[src/rtl/blink_tick_gen.sv]
// -----------------------------------------------------------------------------
// blink_tick_gen
//
// Timing source for the LED blinker stage. A raw pushbutton is synchronized,
// debounced and edge-detected. Each accepted press steps a 4-state rate FSM.
// The selected rate picks the divide ratio of a free-running counter. That
// counter produces a one-cycle tick strobe and a 50 % duty square wave.
//
// Parameters:
//   DEB_CYCLES  cycles btn_s must differ from btn_db before it is accepted (>= 2)
//   DIV0..DIV3  tick period in clk cycles for rate 0..3 (>= 2, < 2^30)
//
// Ports:
//   clk        in   single clock, posedge
//   rst_n      in   asynchronous active-low reset
//   btn        in   raw pushbutton, active-high, asynchronous, may bounce
//   en         in   divider run enable
//   tick       out  registered one-cycle strobe, once per selected period
//   half       out  registered square wave, toggles on every tick
//   rate       out  current rate index; equals the rate FSM state encoding
//   btn_press  out  registered one-cycle pulse per accepted press
// -----------------------------------------------------------------------------
module blink_tick_gen #(
  parameter int DEB_CYCLES = 1000,
  parameter int DIV0       = 50,
  parameter int DIV1       = 200,
  parameter int DIV2       = 1000,
  parameter int DIV3       = 5000
) (
  input  logic       clk,
  input  logic       rst_n,
  input  logic       btn,
  input  logic       en,
  output logic       tick,
  output logic       half,
  output logic [1:0] rate,
  output logic       btn_press
);

  // The debounce counter only ever holds 0..DEB_CYCLES-1, so clog2 bits suffice.
  localparam int              DEB_W    = $clog2(DEB_CYCLES);
  localparam logic [DEB_W-1:0] DEB_LAST = DEB_W'(DEB_CYCLES - 1);

  typedef enum logic [1:0] {
    RATE0 = 2'd0,
    RATE1 = 2'd1,
    RATE2 = 2'd2,
    RATE3 = 2'd3
  } rate_t;

  // ---------------------------------------------------------------------------
  // Two-flop synchronizer. The raw btn is not used anywhere else.
  // ---------------------------------------------------------------------------
  logic btn_meta;
  logic btn_s;

  always_ff @(posedge clk or negedge rst_n) begin
    if (!rst_n) begin
      btn_meta <= 1'b0;
      btn_s    <= 1'b0;
    end else begin
      btn_meta <= btn;
      btn_s    <= btn_meta;
    end
  end

  // ---------------------------------------------------------------------------
  // Debounce and press detect.
  // Any edge where btn_s agrees with btn_db restarts the count, so a bounce
  // shorter than DEB_CYCLES is never accepted. btn_press fires on the same
  // edge that btn_db is loaded with a 1; a release loads 0 and gives no pulse.
  // ---------------------------------------------------------------------------
  logic [DEB_W-1:0] deb_cnt;
  logic             btn_db;

  always_ff @(posedge clk or negedge rst_n) begin
    if (!rst_n) begin
      deb_cnt   <= '0;
      btn_db    <= 1'b0;
      btn_press <= 1'b0;
    end else begin
      btn_press <= 1'b0;
      if (btn_s == btn_db) begin
        deb_cnt <= '0;
      end else if (deb_cnt == DEB_LAST) begin
        deb_cnt   <= '0;
        btn_db    <= btn_s;
        btn_press <= btn_s;
      end else begin
        deb_cnt <= deb_cnt + DEB_W'(1);
      end
    end
  end

  // ---------------------------------------------------------------------------
  // Rate FSM: steps RATE0 -> RATE1 -> RATE2 -> RATE3 -> RATE0 on each press.
  // The state is visible directly on the rate output.
  // ---------------------------------------------------------------------------
  rate_t state_q;
  rate_t state_d;

  always_ff @(posedge clk or negedge rst_n) begin
    if (!rst_n) begin
      state_q <= RATE0;
    end else begin
      state_q <= state_d;
    end
  end

  always_comb begin
    state_d = state_q;
    if (btn_press) begin
      case (state_q)
        RATE0:   state_d = RATE1;
        RATE1:   state_d = RATE2;
        RATE2:   state_d = RATE3;
        RATE3:   state_d = RATE0;
        default: state_d = RATE0;
      endcase
    end
  end

  assign rate = state_q;

  // ---------------------------------------------------------------------------
  // Divider. The terminal count is chosen by the current state.
  // ---------------------------------------------------------------------------
  logic [29:0] div_last;

  always_comb begin
    div_last = 30'(DIV0 - 1);
    case (state_q)
      RATE0:   div_last = 30'(DIV0 - 1);
      RATE1:   div_last = 30'(DIV1 - 1);
      RATE2:   div_last = 30'(DIV2 - 1);
      RATE3:   div_last = 30'(DIV3 - 1);
      default: div_last = 30'(DIV0 - 1);
    endcase
  end

  // Priority: rate change, then enable, then terminal count.
  // The rate-change edge is the edge on which btn_press is sampled high.
  // Clearing cnt on that edge keeps cnt inside the new period, and it also
  // drops any terminal count that falls on the same edge.
  logic [29:0] cnt;

  always_ff @(posedge clk or negedge rst_n) begin
    if (!rst_n) begin
      cnt  <= '0;
      tick <= 1'b0;
      half <= 1'b0;
    end else if (btn_press) begin
      cnt  <= '0;
      tick <= 1'b0;
    end else if (!en) begin
      tick <= 1'b0;
    end else if (cnt == div_last) begin
      cnt  <= '0;
      tick <= 1'b1;
      half <= ~half;
    end else begin
      cnt  <= cnt + 30'd1;
      tick <= 1'b0;
    end
  end

endmodule

[config.mk]
export PLATFORM = sky130hd
export DESIGN_NAME = blink_tick_gen
export DESIGN_NICKNAME = d
export VERILOG_FILES = /design/src/rtl/blink_tick_gen.sv
export SDC_FILE = /design/constraint.sdc
export NUM_CORES = 1
export LEC_CHECK = 0
export ABC_AREA = 0
export BUFFER_PORTS_ARGS = -buffer_cell sky130_fd_sc_hd__clkbuf_2
export CORE_MARGIN = 2
export CORE_UTILIZATION = 46
export DETAILED_ROUTE_END_ITERATION = 10
export SYNTH_ARGS = -nofsm -noshare
export SYNTH_HDL_FRONTEND = slang
export SYNTH_SLANG_ARGS = --single-unit
[constraint.sdc]
create_clock -name clk -period 3.85 [get_ports clk]
set_input_delay 0.1925 -clock clk [delete_from_list [all_inputs] [get_ports clk]]
set_output_delay 0.1925 -clock clk [all_outputs]
set_load 0.1 [all_outputs]
After elaboration in Yosys (flattened, before gate mapping)
Index checks and enable logic that the tools add are counted.

storage, ports and cells
  bits of input ports = 4
  bits in registers = 48
  logic and storage cells = 36
  output and inout bits = 5

operators by class
  reduce and logical (&&, ||, !) cells = 4
  bitwise logic cells = 3
  multiplexer cells = 12
  $add $sub $neg = 2
  equality and inequality tests = 6

operators by type and width
  operator                 number
  $pmux W30 S4             1
  $mux W30                 3
  $add A30 B1 Y30 const B  1
  $eq A30 B30 Y1           1
  $mux W10                 2
  $add A10 B1 Y10 const B  1
  $eq A10 B10 Y1 const B   1
  $pmux W2 S4              1
  $mux W1                  5
  $eq A2 B2 Y1 const B     2
  $not A1 Y1               3
  $reduce_and A3 Y1        1
  $eq A2 B1 Y1 const B     1
  $logic_not A2 Y1         1
  $reduce_and A2 Y1        1
  $reduce_bool A2 Y1       1
  $eq A1 B1 Y1             1

Depth between registers and ports, before layout
Gate-level depths: netlist (run 1).

  depth after elaboration = 6
  mapped depth = 8
  gate-level depth less buffers = 7

Worst setup path before layout (run 1)
OpenSTA, ideal clock, no wires.

  path type = register -> register
  start = reg state_q[0], in the netlist rate[0]
  end = reg cnt[6]
  buffers on the path = 1
  period minus slack after synthesis = 2.786 ns
  data required time = 3.726 ns
  cell stages (with the launch flop) = 9
  path slack = 1.064 ns
  arrival = 2.662 ns
  cell sequence = dfrtp_1 > inv_1 > ha_1 > xnor2_1 > nand4_1 > o41ai_4 > buf_4 > nor2_2 > a211o_1

on the way
  cells in the longest elaborated chain, start to end = 6
  elaborated cells between the ends (all ways) = 9

RTL lines
  element                               RTL line  source
  start, declared                       99        rate_t state_q;
  start signal, assigned                106       state_q <= state_d;
  $eq A2 B2 Y1 (tied with other cells)  132       case (state_q)
  $pmux W30 S4 *                        132
  via div_last[6]                       128       logic [29:0] div_last;
  $eq A30 B30 Y1 *                      157       end else if (cnt == div_last) begin
  $mux W30 *                            157
  $mux W30 *                            155       end else if (!en) begin
  $mux W30 *                            152       end else if (btn_press) begin
  end signal, assigned                  162       cnt <= cnt + 30'd1;
  end, declared                         145       logic [29:0] cnt;

The timed path passes the listed nets; every way through them passes the cells marked *. The select of a mux whose other input is x is not followed.
A chain may end at the register's enable or synchronous reset.

Worst setup path after layout (run 1)
  start = reg state_q[1], in the netlist rate[1]
  end = reg cnt[6]

The elaborated chain is that of the path after synthesis.

==> results.yml, run 1 <==
clock_tree:
  clock_sinks: 48
  clock_path_buffers: 2
  root_buffer: "clkbuf_8"
  path_clk_slew_ps: 90
  tritoncts: "built"
  worstSkewPairLatency_ps: 290
  cts_buffers: 5
  cts_resized: 0
  htree_levels: 2
route:
  viasPerCell: 5.89
  firstDrtPassIters: 4
  vias: 2191
  drt_wl_total_um: 5920
  wl_per_cell_um: 15.9
  ant_nets: 0
  drc: 0
  drt_iter0_drc: 118
min_path:
  hold_path.class: "input port to asynchronous set/reset pin"
global_route:
  antenna_found_initial: 0
  grt_first_pass_wirelength_um: 10100
  grt.overflow.total: 0
  grt_pass1_vias: 2097
  grtUsageTotal_pct: 20.0
  grt_max_degree: 49
logic_synthesis:
  synth-seq-area-share_pct: 44.7
  ys_types: 50
  synth_top_area_share_pct: 44.7
  synth_area_sq_um: 2690
  synth.area.top_cells: "dfrtp_1, nand3_1, nand2_1"
  ys_ff_latch: 48
  synth_area_per_cell_sq_um: 9.11
  synth_edf_count: 0
  syn_nets: 304
  synth_area_leader_cell: "dfrtp_1"
  ys.flop_type: "dfrtp_1"
  netlist_instances: 295
  async_flop_share_pct: 100
  ys_warn_count: 0
sta:
  worst_slew_pin_slew_ps: 951
  rsz0062_at_grt: "no"
  fin_crit_sh_pct: 67.5
  setup_violations: 0
  hold_viol_final: 19
  timing.hold.ws_ps: -17.9
  finClkSkew_ps: 8.07
  slew_headroom_pct: 36.5
  drv_slew: 0
  finalWorstPathRequiredPeriod_ps: 2600
  finalSetupTns_ps: 0
  fmax_mhz: 385
finish:
  final_common_cell: "dfrtp_1"
  num_antenna_cells: 0
  final_cell_mix: "dfrtp_1, nand3_1, nand2_1"
  finalNetCount: 309
  drive_above_1_share_pct: 11.3
  area_growth_pct: 6.75
flow_run:
  drv_cap: 0
placed_design:
  gp_congestion: 0.800
  port_buffers: 8
  dp_hpwl_um: 3980
die:
  rows: 27
  core_area_sq_um: 5570
  start_util_pct: 48.2
  die_h_um: 80.5
  io_pins: 9
  die_width_um: 80.5
  die_area_sq_um: 6470
setup_path:
  end_kind: "register"
  crit_type: "register to register"
  rr_worst_depth: 8
  cp_max_fo: 13
  r2r_slack_ps: 1250
  worstPathRequired_ps: 4030
  arrival_ps: 2780
  startpoint_type: "register"
power_and_ir_drop:
  ir_drop_uv: 216
  power.density_nw_per_um2: 339
  p_leak_nw: 1.30
status:
  violations: "hold timing"
  status: "finished with violations"
[final cells by class]
class                           count  area (sq um)
Timing Repair Buffer               13          80.1
Clock inverter                      2          12.5
Clock buffer                        5          68.8
Fill cell                         511          2700
Tap cell                           72          90.1
Inverter                            7          26.3
Multi-Input combinational cell    225          1390
Sequential cell                    48          1200
[timing repair]
item | CTS | global route
endpoints found under the setup margin | 0 | 0
hold buffers | 1 | 0
hold endpoints to repair | 1 | 0
setup buffers | 0 | 0
[sequential cells by signal (all words and copies together), names as in the netlist]
name / flops
tick: 1
deb_cnt: 10
half: 1
cnt: 30
btn_press: 1
rate: 2
btn_s: 1
btn_meta: 1
btn_db: 1
[power by group]
group | leakage (nW) | switching, W | internal (W) | total [W]
registers | 0.655 | 0.0000473 | 0.000531 | 0.000579
clock network | 0.0400 | 0.000167 | 0.000123 | 0.000290
logic | 0.603 | 0.0000660 | 0.0000395 | 0.000106
total | 1.30 | 0.000280 | 0.000694 | 0.000974
[synth_stat cells (3+ instances only)]
| cell | n |
|---|---|
| dfrtp_1 | 48 |
| nand3_1 | 41 |
| nand2_1 | 31 |
| nor2_1 | 28 |
| nand4_1 | 12 |
| or3_1 | 12 |
| nor3_1 | 10 |
| xnor2_1 | 9 |
| a211o_1 | 7 |
| clkbuf_1 | 7 |
| inv_1 | 7 |
| and3_1 | 6 |
| o21ai_0 | 6 |
| a31oi_1 | 5 |
| ha_1 | 5 |
| o21ai_1 | 5 |
| a22o_1 | 4 |
| nor4_1 | 4 |
| and4b_1 | 3 |
| buf_2 | 3 |
| buf_4 | 3 |
| nor4_2 | 3 |
| xor2_1 | 3 |
[cell families (layout without fill, tap and decap cells)]
logic type	count (synthesis)	count (layout)	share of synthesized area, %
xor+xnor	12	12	3.91
flops	48	48	44.7
fa+ha+maj	5	5	2.33
simple gates	170	170	34.5
compound gates	35	35	9.59
buf+inv	22	27	3.68
mux	3	3	1.30
[worst paths after layout]
kind / startpoint / endpoint
max in group asynchronous: rst_n / cnt[1]
min in group clk: en / cnt[24]
max reg2reg: rate[1] / cnt[6]
min reg2reg: btn_meta / btn_s
max: rate[1] / cnt[6]
min: rst_n / half
[worst max-delay path, cell delays in order, from the launching register on]
cell and delay [ps]:
dfrtp_1 430, inv_1 80, ha_1 300, xnor2_1 140, nand4_1 190, o41ai_4 740
buf_4 300, nor2_2 50, a211o_1 250
[per-stage QoR]
step | utilization, % | power [W] | instance area (sq um) | std cells | setup WS (ps)
CTS | 51.5 | 0.000989 | 2870 | 372 | 1230
global route | 51.5 | 0.00103 | 2870 | 372 | 1120
finish | 51.5 | 0.000974 | 2870 | 372 | 1250
detailed placement | 49.9 | 0.000695 | 2780 | 364 | 1230
global placement | 49.9 | 0.000692 | 2780 | 364 | 1320
floorplan | - | 0.000650 | 2690 | 295 | 1060
[layer usage]
metal	part of all wire (%)	GRT usage, %
met4	1.1	4.92
met5	0	0
met2	45	31.2
met1	49	29.1
met3	4.8	3.15
Note: power is estimated with default switching activity, not from simulation.
==> inputs of run 2 (changes only) <==
Settings changed: ABC_AREA 0 to 1.
Clock period 3.85 ns to 2.6 ns, I/O delays scaled along.
==> results.yml, run 2 <==
logic_synthesis:
  synth_area_sq_um: 3160
  synth_xor_area_share_pct: 3.33
  ys.flop_type: "dfrtp_1"
  synth.area.top_cells: "dfrtp_1, nand2_1, nor2_1"
  syn_nets: 490
  synth-seq-area-share_pct: 38.0
  synth_edf_count: 0
  ys_warn_count: 0
  synth_top_area_share_pct: 38.0
  async_flop_share_pct: 100
  netlist_instances: 481
  ys_ff_latch: 48
  synth_compound_area_share_pct: 4.20
  muxShareOfSynthArea_pct: 0
  ys_types: 27
  synth_commonest_cells: "nand2_1, nor2_1, inv_1"
  synthSimpleGateAreaFrac_pct: 44.7
  synth_area_leader_cell: "dfrtp_1"
  synth_fa_ha_area_share_pct: 1.98
  synth_most_common_cell: "nand2_1"
  synth_top_family_by_area: "simple AND/OR/NAND/NOR gates"
  synth_area_per_cell_sq_um: 6.57
clock_tree:
  root_buffer: "clkbuf_8"
  cts_resized: 0
  cts_setup_buffers: 0
  worstSkewPairLatency_ps: 310
  tritoncts: "built"
  path_clk_slew_ps: 110
  clock_sinks: 48
  htree_levels: 2
  clock_path_buffers: 2
  cts_buffers: 5
sta:
  finalSetupTns_ps: 0
  drv_slew: 0
  hold_viol_final: 0
  fin_crit_sh_pct: 70.0
  setup_violations: 0
  setup_ws_ps: 779
  finalWorstPathRequiredPeriod_ps: 1820
  finClkSkew_ps: 12.1
  slew_headroom_pct: 48.4
  fmax_mhz: 549
  timing.hold.ws_ps: 283
  worst_slew_pin_slew_ps: 773
  rsz0062_at_grt: "no"
finish:
  multi_input_area_sq_um: 1710
  finalNetCount: 501
  final_cell_mix: "nand2_1, nor2_1, inv_1"
  finalInstanceArea_sq_um: 3400
  area_growth_pct: 7.48
  top_register: "cnt"
  drive_above_1_share_pct: 8.32
  fill_cells: 704
  final_common_cell: "nand2_1"
  num_antenna_cells: 0
  register_area_sq_um: 1200
  final_cells: 573
  largest_reg_flops: 30
setup_path:
  cp_max_fo: 10
  cpMaxStageDelayCell: "dfrtp_1"
  slowest_delay_ps: 430
  arrival_ps: 2020
  startpoint_type: "register"
  end_kind: "register"
  path_cells: "inv_1, ha_1, nor2_1, xor2_1, nand2_1, nor2_1, nand2_2, nand3_1, nand2_1"
  worstPathRequired_ps: 2800
  crit_type: "register to register"
placed_design:
  place_inst: 563
  placed_cell_area_sq_um: 3280
  dp_hpwl_um: 5760
  gp_congestion: 0.907
  port_buffers: 8
  post-place-ws_ps: 829
route:
  drt_iter0_drc: 234
  vias: 2931
  drt_wl_total_um: 7670
  ant_nets: 0
  firstDrtPassIters: 5
  drc: 0
  viasPerCell: 5.12
  wl_per_cell_um: 13.4
global_route:
  antenna_found_initial: 0
  grtUsageTotal_pct: 21.9
  grt.overflow.total: 0
  grt_pass1_vias: 2703
  grt_first_pass_wirelength_um: 12900
  grt_max_degree: 34
die:
  die_width_um: 86.9
  rows: 30
  core_area_sq_um: 6720
  die_area_sq_um: 7550
  io_pins: 9
  start_util_pct: 47.0
  die_h_um: 86.9
power_and_ir_drop:
  ir_drop_uv: 263
  power.density_nw_per_um2: 482
  p_leak_nw: 1.71
flow_run:
  drv_cap: 0
status:
  status: "completed"
min_path:
  hold_path.class: "input port to asynchronous set/reset pin"
-- run 2: changes by cell type after synthesis, moves of 7 or more --
cell and change:
a211o_1 -7, or3_1 -12, inv_1 +44, nor2_1 +54
nand2_1 +142, nor3_1 -7
-- run 2: metrics by stage --
step	utilization, %	total power (W)
after global routing	50.6	0.00173
final	50.6	0.00164
after global placement	48.9	0.00116
after detailed placement	48.9	0.00117
after CTS	50.6	0.00166
after floorplan	-	0.00109
-- run 2: area by class of cell --
cell class / count / area share [%]
Inverter: 53 / 5.86
Timing Repair Buffer: 14 / 2.65
Sequential cell: 48 / 35.4
Multi-Input combinational cell: 370 / 50.4
Tap cell: 80 / 2.95
Clock buffer: 5 / 2.03
Clock inverter: 3 / 0.737
-- run 2: path summary, 6_finish.rpt --
check                           depth (start not counted)  startpoint  slack, ps       to
worst max register to register                          9     rate[1]        780  cnt[12]
worst max-delay path                                    9     rate[1]        780  cnt[12]
worst min register to register                          0    btn_meta        360    btn_s
max in group asynchronous                               3       rst_n       1530  cnt[17]
min in group clk                                        0    btn_meta        360    btn_s
worst min-delay path                                    2       rst_n        280   cnt[4]
-- run 2: logic make-up (layout without fill, tap and decap cells) --
group / after synthesis / in the layout
simple gates: 330 / 330
flops: 48 / 48
xor+xnor: 12 / 12
buf+inv: 63 / 75
compound gates: 23 / 23
fa+ha+maj: 5 / 5
-- run 2: where the power goes --
group / switching (W) / internal, W / total [W] / leakage [nW]
combinational: 0.000180 / 0.000105 / 0.000285 / 1.01
sequential: 0.0000764 / 0.000792 / 0.000868 / 0.654
clock: 0.000286 / 0.000197 / 0.000482 / 0.0452
-- run 2: routing by layer --
layer / GRT usage [%] / share of wire, %
met1: 30.7 / 48
met2: 34.4 / 46
met3: 3.89 / 4.1
met4: 6.68 / 2.1
met5: 0 / 0
-- run 2: what timing repair did --
action | in CTS | in global routing
endpoints found under the hold margin | 18 | 0
endpoints found under the setup margin | 0 | 0
hold buffers | 2 | 0
-- run 2: critical path: cells and delay by family, from the launching register on --
kind / cells / cell delay [ps]
xor gates and xnor gates: 1 / 200
adders and majority gates: 1 / 250
buffers and inverters: 1 / 100
DFF: 1 / 430
and+or+nand+nor: 6 / 740
